## src/rtl/tone_synth_kbd.sv

```systemverilog
// PS/2-keyboard-driven square-wave tone synthesiser with a runtime octave, PWM volume and mute.
// It sounds the last-pressed note until that key is released.
module tone_synth_kbd #(
  parameter int CLK_HZ  = 100_000_000,
  parameter int CNT_W   = 24,
  parameter int OCT_MIN = 2,
  parameter int OCT_MAX = 6,
  parameter int OCT_RST = 4,
  parameter int VOL_W   = 3,
  parameter int PWM_W   = 6
) (
  input  logic             clk,
  input  logic             reset,
  input  logic [7:0]       scan_code,
  input  logic             scan_valid,
  output logic             pwm_out,
  output logic             note_active,
  output logic [2:0]       cur_note,
  output logic [2:0]       octave,
  output logic [VOL_W-1:0] volume,
  output logic             muted,
  output logic [CNT_W-1:0] half_period
);

  localparam logic [2:0]       OCT_MIN_V = 3'(OCT_MIN);
  localparam logic [2:0]       OCT_MAX_V = 3'(OCT_MAX);
  localparam logic [2:0]       OCT_RST_V = 3'(OCT_RST);
  localparam logic [VOL_W-1:0] VOL_RST   = {1'b1, {(VOL_W-1){1'b0}}};
  localparam logic [VOL_W-1:0] VOL_MAX   = '1;

  // Half-periods of the lowest octave, rounded to the nearest clock.
  localparam logic [CNT_W-1:0] BASE_C = CNT_W'($rtoi(CLK_HZ / (2.0 * 65.406) + 0.5));
  localparam logic [CNT_W-1:0] BASE_D = CNT_W'($rtoi(CLK_HZ / (2.0 * 73.416) + 0.5));
  localparam logic [CNT_W-1:0] BASE_E = CNT_W'($rtoi(CLK_HZ / (2.0 * 82.407) + 0.5));
  localparam logic [CNT_W-1:0] BASE_F = CNT_W'($rtoi(CLK_HZ / (2.0 * 87.307) + 0.5));
  localparam logic [CNT_W-1:0] BASE_G = CNT_W'($rtoi(CLK_HZ / (2.0 * 97.999) + 0.5));
  localparam logic [CNT_W-1:0] BASE_A = CNT_W'($rtoi(CLK_HZ / (2.0 * 110.000) + 0.5));
  localparam logic [CNT_W-1:0] BASE_B = CNT_W'($rtoi(CLK_HZ / (2.0 * 123.471) + 0.5));

  typedef enum logic [1:0] {IDLE, BRK, EXT, EXTBRK} dec_state_t;

  dec_state_t       state, state_next;
  logic             make_evt, brk_evt;
  logic             is_note;
  logic [2:0]       key_note;
  logic             tab_held;
  logic             phase;
  logic [CNT_W-1:0] tone_cnt;
  logic [CNT_W-1:0] hp_reg;
  logic [PWM_W-1:0] carrier;
  logic             gate;

  function automatic logic [CNT_W-1:0] period_of(input logic [2:0] n, input logic [2:0] o);
    logic [CNT_W-1:0] b;
    case (n)
      3'd0:    b = BASE_C;
      3'd1:    b = BASE_D;
      3'd2:    b = BASE_E;
      3'd3:    b = BASE_F;
      3'd4:    b = BASE_G;
      3'd5:    b = BASE_A;
      default: b = BASE_B;
    endcase
    return b >> (o - OCT_MIN_V);
  endfunction

  always_ff @(posedge clk or negedge reset) begin
    if (!reset) state <= IDLE;
    else        state <= state_next;
  end

  always_comb begin
    state_next = state;
    make_evt   = 1'b0;
    brk_evt    = 1'b0;
    if (scan_valid) begin
      case (state)
        IDLE: begin
          if (scan_code == 8'hF0)      state_next = BRK;
          else if (scan_code == 8'hE0) state_next = EXT;
          else                         make_evt   = 1'b1;
        end
        BRK: begin
          brk_evt    = 1'b1;
          state_next = IDLE;
        end
        EXT:     state_next = (scan_code == 8'hF0) ? EXTBRK : IDLE;
        default: state_next = IDLE;
      endcase
    end
  end

  always_comb begin
    is_note  = 1'b1;
    key_note = 3'd0;
    case (scan_code)
      8'h23:   key_note = 3'd0;
      8'h2D:   key_note = 3'd1;
      8'h3A:   key_note = 3'd2;
      8'h2B:   key_note = 3'd3;
      8'h1B:   key_note = 3'd4;
      8'h4B:   key_note = 3'd5;
      8'h21:   key_note = 3'd6;
      default: is_note  = 1'b0;
    endcase
  end

  // The active half-period is reloaded only on a restart or a wrap, so octave changes land on a boundary.
  always_ff @(posedge clk or negedge reset) begin
    if (!reset) begin
      note_active <= 1'b0;
      cur_note    <= 3'd0;
      tone_cnt    <= '0;
      phase       <= 1'b0;
      hp_reg      <= '0;
    end else if (make_evt && is_note) begin
      note_active <= 1'b1;
      cur_note    <= key_note;
      tone_cnt    <= '0;
      phase       <= 1'b0;
      hp_reg      <= period_of(key_note, octave);
    end else if (brk_evt && is_note && note_active && key_note == cur_note) begin
      note_active <= 1'b0;
      cur_note    <= 3'd0;
      tone_cnt    <= '0;
      phase       <= 1'b0;
      hp_reg      <= '0;
    end else if (note_active) begin
      if (tone_cnt == hp_reg - CNT_W'(1)) begin
        tone_cnt <= '0;
        phase    <= ~phase;
        hp_reg   <= period_of(cur_note, octave);
      end else begin
        tone_cnt <= tone_cnt + CNT_W'(1);
      end
    end
  end

  always_ff @(posedge clk or negedge reset) begin
    if (!reset) begin
      octave   <= OCT_RST_V;
      volume   <= VOL_RST;
      muted    <= 1'b0;
      tab_held <= 1'b0;
    end else begin
      if (make_evt) begin
        case (scan_code)
          8'h55: if (octave < OCT_MAX_V) octave <= octave + 3'd1;
          8'h4E: if (octave > OCT_MIN_V) octave <= octave - 3'd1;
          8'h5B: if (volume != VOL_MAX) volume <= volume + VOL_W'(1);
          8'h54: if (volume != '0) volume <= volume - VOL_W'(1);
          8'h0D: begin
            if (!tab_held) muted <= ~muted;
            tab_held <= 1'b1;
          end
          default: ;
        endcase
      end
      if (brk_evt && scan_code == 8'h0D) tab_held <= 1'b0;
    end
  end

  assign gate        = carrier < {volume, {(PWM_W-VOL_W){1'b0}}};
  assign half_period = hp_reg;

  always_ff @(posedge clk or negedge reset) begin
    if (!reset) begin
      carrier <= '0;
      pwm_out <= 1'b0;
    end else begin
      carrier <= carrier + PWM_W'(1);
      pwm_out <= note_active & ~muted & phase & gate;
    end
  end

endmodule
```

## config.mk

```make
export PLATFORM = sky130hd
export DESIGN_NAME = tone_synth_kbd
export DESIGN_NICKNAME = d
export VERILOG_FILES = /design/src/rtl/tone_synth_kbd.sv
export SDC_FILE = /design/constraint.sdc
export NUM_CORES = 1
export LEC_CHECK = 0
export CAP_MARGIN = 20
export CORE_MARGIN = 4
export CORE_UTILIZATION = 50
export DETAILED_ROUTE_END_ITERATION = 6
export DONT_BUFFER_PORTS = 1
export HOLD_SLACK_MARGIN = 0.03
export MAX_ROUTING_LAYER = met4
export PLACE_DENSITY = 0.66
export SETUP_SLACK_MARGIN = 0.5
export SLEW_MARGIN = 30
export SYNTH_ARGS = -nofsm -noshare
export SYNTH_HDL_FRONTEND = slang
export SYNTH_SLANG_ARGS = --single-unit
```

## constraint.sdc

```tcl
create_clock -name clk -period 3.5 [get_ports clk]
set_input_delay 0.35 -clock clk [delete_from_list [all_inputs] [get_ports clk]]
set_output_delay 0.35 -clock clk [all_outputs]
set_load 0.02 [all_outputs]
```

==> metrics.md <==
| Metric | Value |
|---|---|
| Status | `finished, final reports clean` |
| Router iterations before antenna repair | `6` |
| CTS tree | `yes` |
| WL final | `21.37 mm` |
| Tightest Pin Transition | `896.3 ps` |
| Largest cells by area after synthesis | `dfrtp_1 (25%), nor2_1 (4.7%), o21ai_0 (4.5%)` |
| Max Cap Violations | `0` |
| RSZ-0062 raised after global routing | `true` |
| Non-Filler Instances | `1034` |
| CTS root buf | `clkbuf_16` |
| Placed cells | `roughly 1000` |
| Syn Area/Cell | `7.707 um2` |
| DRC | `0` |
| Met1 WL | `8.826 mm` |
| Die Width | `121.8 um` |
| GRT Residual Overflow | `0` |
| Crit end category | `flop` |
| Req. time, crit path | `3720 ps` |
| Post-detailed-route wirelength per cell | `20.67 um` |
| Total track usage | `0.2988` |
| Clock Sink Count | `66` |
| Die height | `about 120 um` |
| Post-DRT Antenna Nets | `0` |
| Final hold violation count | `0` |
| Sequential-to-total area share from yosys stat | `0.2555` |
| Syn-to-layout area delta | `14.67%` |
| N_diodes | `0` |
| Post-synth EDFFs | `0` |
| First-pass GRT wire length | `around 34 mm` |
| Synth Area in Adders | `0.02165` |
| Clock slew at reported path FFs | `approximately 60 ps` |
| Nets@finish | `~880` |
| Ys flop type | `dfrtp_1` |
| Clk buf depth | `2` |
| Pwr Density | `roughly 550 nW/um2` |
| Post-layout util | `0.5859` |
| YS warnings | `0` |
| Mux contribution to synthesized area | `0.05972` |
| Leakage power | `2.930 nW` |
| CP Data Arrival Time | `3630 ps` |
| DP HPWL | `15.66 mm` |
| Max Fclk | `0.2929 GHz` |
| I/O pins | `47` |
| Distinct cell type count of the synthesized netlist | `84` |
| Main combinational cell family by area after synthesis | `simple AND/OR/NAND/NOR gates` |
| Pin count of the biggest net entering global routing | `74` |
| Syn Inst Count | `840` |
| Fin crit period | `roughly 3400 ps` |
| Total power | `4.052 mW` |
| Layout cells sized above 1 | `0.1671` |
| Vias per cell | `6.460` |
| Area of the die | `14830 um2` |
| Clock Latency Late Sink | `340 ps` |
| Core ar. | `12670 um2` |
| Port Buffers | `0` |
| Synth Area in Compound Gates | `0.2530` |
| Crit path kind | `reg -> reg` |
| Asr flop ratio synth | `1.000` |
| Final worst path period share | `0.9755` |
| Setup TNS | `0 ps` |
| Final max-slew violation count | `0` |
| Post-synth top area cell | `dfrtp_1` |
| Initial antenna violation count | `0` |
| H-tree Lvls | `3` |
| Synthesized area | `6474 um2` |
| Class of the worst hold path | `in -> reg` |
| Initial Util | `0.5109` |
| Slew Limit Headroom | `0.3949` |
| Final setup viols | `0` |
| Simple logic cell fraction of the synthesized area | `0.2621` |
| Worst setup SP type | `flop` |
| FF+latch count, synth | `66` |
| Cts bufs inserted | `9` |
| VDD IR max | `0.3142 mV` |
| Met3 WL | `1.659 mm` |
| Row count | `41` |
| Skew final | `~6 ps` |
| Top sig layer | `met4` |
| Most frequent cell after synthesis | `nor2_1` |
| Area share of the leading cell type in the synthesized netlist | `0.2474` |
| Hold WS | `115.9 ps` |
| GPL Wtd Cong | `slightly above 1` |
| Commonest cells in the netlist | `nor2_1 (81), dfrtp_1 (64), nand2_1 (63)` |
| Crit Path Max Fanout | `10` |
| Vias in the first global route | `6357` |
| Synth Area in XOR/XNOR | `0.07847` |
| Vias | `about 6700` |
| Met2 Wirelength | `a little over 10 mm` |
| Initial drt markers | `924` |
## sequential cells by signal (all words and copies together) (netlist names)
signal / cells
volume: 3
muted: 1
carrier: 6
cur_note: 3
tab_held: 1
phase: 1
pwm_out: 1
half_period: 20
note_active: 1
tone_cnt: 24
state: 2
octave: 3
## through the flow
step / worst slack (ps) / area [um2]
global placement: 52.40 / 6905
finish: 85.63 / 7423
global route: -55.61 / 7423
CTS: 124.4 / 7381
detailed placement: 60.64 / 6905
floorplan: 269.2 / 6549
## cell type report
class / count / area [um2]
timing repair buffer: 77 / 668.1
fill: 1222 / 5248
clock buffer: 11 / 242.7
multi-input combinational: 671 / 4483
inverter: 32 / 120.1
sequential: 66 / 1664
clock inverter: 5 / 30.03
tap: 172 / 215.2
## where the power goes
group	total, mW	internal [mW]	switching [mW]
combinational	2.07	0.794	1.28
clock	0.832	0.494	0.338
sequential	1.15	0.906	0.244
## routing by layer
metal / up-vias / track usage
met1: 3195 / 0.3721
li1: 3133 / -
met2: 294 / 0.4772
met3: 58 / 0.07057
met4: 0 / 0.1057
met5: - / -
## worst max-delay path, stage by stage, from the launching register on
cell     delay, ps
dfrtp_1        460
buf_4          200
or4b_4         560
nor4_4         270
buf_4          150
buf_4          100
and4_1         190
o22ai_1         90
or4b_4         520
o21ai_4        170
buf_6          130
buf_12         130
mux2_1         330
## what timing repair did
item,in CTS,in global routing
endpoints found under the hold margin,66,0
pin swaps,3,3
gates cloned,1,0
hold buffers,2,0
endpoints found under the setup margin,45,45
resized for setup,18,7
setup buffers,11,2
## final timing paths
check / startpoint / end / slack, ps / depth (start not counted)
max: half_period[2] / half_period[2] / 90 / 12
min: scan_code[4] / state[1] / 120 / 1
max reg2reg: half_period[2] / half_period[2] / 90 / 12
min reg2reg: carrier[0] / carrier[0] / 440 / 1
max in group asynchronous: reset / volume[2] / 2610 / 2
min in group asynchronous: reset / half_period[1] / 550 / 2
## placed cells by master (no fill, tap or decap), drive strengths merged, types with 9 or more instances in the layout
cell type / n
nor2b: 16
nor4: 13
a221oi: 10
dfrtp: 64
a21oi: 56
nor3: 29
nand2: 63
buf: 76
a31oi: 12
nand4: 14
a211oi: 15
or3: 11
xor2: 28
mux2i: 15
o32ai: 11
inv: 30
mux2: 15
clkbuf: 11
and2: 9
o22ai: 21
o21ai: 60
nor2: 81
nand3: 31
xnor2: 30
## kinds of logic (layout without fill, tap and decap cells)
logic type,Yosys count,count (layout)
AND/OR/NAND/NOR,318,318
multiplexers,33,33
buffers and inverters,106,125
flip-flops,66,66
adder cells (fa/ha/maj),10,10
other,1,4
AO/OA/AOI/OAI,248,248
XOR/XNOR,58,58
No activity file was read; power rests on OpenSTA's default activity.
==> variant (same settings) <==
Put one more register stage on the output `volume`, with the module's reset. The value now appears one clock later. The other outputs are not delayed to match.
--- a/src/rtl/tone_synth_kbd.sv
+++ b/src/rtl/tone_synth_kbd.sv
@@ -38,6 +38,8 @@
   localparam logic [CNT_W-1:0] BASE_B = CNT_W'($rtoi(CLK_HZ / (2.0 * 123.471) + 0.5));
 
   typedef enum logic [1:0] {IDLE, BRK, EXT, EXTBRK} dec_state_t;
+
+  logic [VOL_W-1:0] volume_s0;
 
   dec_state_t       state, state_next;
   logic             make_evt, brk_evt;
@@ -139,7 +141,7 @@
   always_ff @(posedge clk or negedge reset) begin
     if (!reset) begin
       octave   <= OCT_RST_V;
-      volume   <= VOL_RST;
+      volume_s0 <= VOL_RST;
       muted    <= 1'b0;
       tab_held <= 1'b0;
     end else begin
@@ -147,8 +149,8 @@
         case (scan_code)
           8'h55: if (octave < OCT_MAX_V) octave <= octave + 3'd1;
           8'h4E: if (octave > OCT_MIN_V) octave <= octave - 3'd1;
-          8'h5B: if (volume != VOL_MAX) volume <= volume + VOL_W'(1);
-          8'h54: if (volume != '0) volume <= volume - VOL_W'(1);
+          8'h5B: if (volume_s0 != VOL_MAX) volume_s0 <= volume_s0 + VOL_W'(1);
+          8'h54: if (volume_s0 != '0) volume_s0 <= volume_s0 - VOL_W'(1);
           8'h0D: begin
             if (!tab_held) muted <= ~muted;
             tab_held <= 1'b1;
@@ -160,7 +162,7 @@
     end
   end
 
-  assign gate        = carrier < {volume, {(PWM_W-VOL_W){1'b0}}};
+  assign gate        = carrier < {volume_s0, {(PWM_W-VOL_W){1'b0}}};
   assign half_period = hp_reg;
 
   always_ff @(posedge clk or negedge reset) begin
@@ -173,4 +175,12 @@
     end
   end
 
+  always_ff @(posedge clk or negedge reset) begin
+    if (!reset) begin
+      volume <= '0;
+    end else begin
+      volume <= volume_s0;
+    end
+  end
+
 endmodule
Check against the original RTL: not equivalent (a bounded check fails within 4 cycles, from zero or initial values and one cycle with reset low).
==> variant against the unedited design <==
Wire length is 3.6% higher. Synthesized cell count is 2.5% higher. Cell area is 2.0% higher. Die area is 0.60% higher. Worst setup slack better by 0.083 ns. Area after synthesis is 0.64% higher. Sequential cell count is 3 higher. Power is 24% higher.
==> variant: results (changes against the unedited design) <==
----------------------------------------------------
[Detailed routing]
  Initial drt markers ... 883 (was 924)
  Total Wirelength ... 22100 um (was 21400 um)

[Place]
  HPWL after DPL ... 15800 um (was 15700 um)
  Final weighted congestion in routability-driven placement ... 1.00 (was 1.01)

[Power]
  Worst vdd ir ... 361 uV (was 314 uV)
  Combinational Power Share ... 55.9% (was 51.1%)
  LEAKAGE ... 2.85 nW (was 2.93 nW)
  Switching pwr ... 2.36 mW (was 1.86 mW)

[Global route]
  Pin count of the biggest net entering global routing ... 70 (was 74)
  First-pass GRT wire length ... 35700 um (was 34000 um)

[Layout]
  Number of filler cells placed in the layout ... 1179 (was 1222)
  Share of final-layout standard cells stronger than drive strength 1 ... 16.6% (was 16.7%)
  Final #Nets ... 893 (was 878)

[Worst setup path]
  Worst Path Max Fanout ... 5 (was 10)
  Crit Reg-Reg Endpoint ... half_period[17]$_DFFE_PN0P_ (was half_period[2]$_DFFE_PN0P_)
  Slowest cell on the critical path ... sky130_fd_sc_hd__or4_4 (was sky130_fd_sc_hd__or4b_4)
  Number of cell instances on the worst register-to-register path ... 13 (was 12)
  Worst path max stage delay ... 0.51 ns (was 0.56 ns)
  Arrival time of the worst setup path ... 3.56 ns (was 3.63 ns)
  Launch point of the critical path ... half_period[1]$_DFFE_PN0P_ (was half_period[2]$_DFFE_PN0P_)

[Timing]
  Worst clock skew ... 0.00528 ns (was 0.00587 ns)
  Worst slew slack as a fraction of its limit ... 51.7% (was 39.5%)
  Worst Hold Margin ... 0.0952 ns (was 0.116 ns)
  Maximum clock rate ... 300 MHz (was 293 MHz)

[Synth]
  Sequential fraction of the synthesis area ... 26.5% (was 25.6%)
  Post-synthesis cell type count ... 76 (was 84)

[Status]
  Status ... finished, final reports clean (unchanged)

----------------------------------------------------
-- variant: final cells by class --
type                       count  area [um^2]  area share [%]
multi-input combinational    688         4470            59.1
clock inverter                 7         83.8            1.11
tap                          172          215            2.84
sequential                    69         1740            23.0
clock buffer                   9          225            2.97
timing repair buffer          77          737            9.73
inverter                      27          101            1.34
-- variant: stage by stage --
stage	instance area [um^2]	std cells	total power, mW
after detailed placement	6890	1015	3.87
after global placement	6890	1015	3.83
after global routing	7570	1049	5.32
final	7570	1049	5.01
after floorplan	6600	864	3.09
after CTS	7490	1045	4.94
-- variant: repair_timing --
action,in CTS,in global routing
gates cloned,2,2
buffers inserted,10,2
pin swaps,15,6
resized for setup,32,10
endpoints found under the hold margin,69,0
setup endpoints to repair,45,45
hold buffers,2,0
-- variant: layer usage --
layer	up-vias	share of wire, %	global-route usage [%]
met5	-	0	-
met4	0	3.7	12.4
met3	71	7.6	5.43
met2	386	47	48.9
met1	3366	42	39.6
li1	3215	-	-
-- variant: critical path: cells and delay by family, from the launching register on --
kind / cells / cell delay (ns)
compound gates: 3 / 0.34
fa+ha+maj: 1 / 0.13
buf+inv: 4 / 0.55
flops: 1 / 0.42
simple gates: 4 / 1.59
mux: 1 / 0.19
-- variant: logic make-up (layout without fill, tap and decap cells) --
group | count (synthesis) | after routing | share of synthesized area, %
AOI/OAI and AO/OA | 275 | 275 | 28.5
xor gates and xnor gates | 59 | 59 | 7.93
adders and majority gates | 10 | 10 | 2.15
buffers and inverters | 107 | 120 | 6.93
DFF | 69 | 69 | 26.5
muxes | 16 | 16 | 2.77
other | 1 | 4 | 0.0576
and+or+nand+nor | 324 | 324 | 25.1
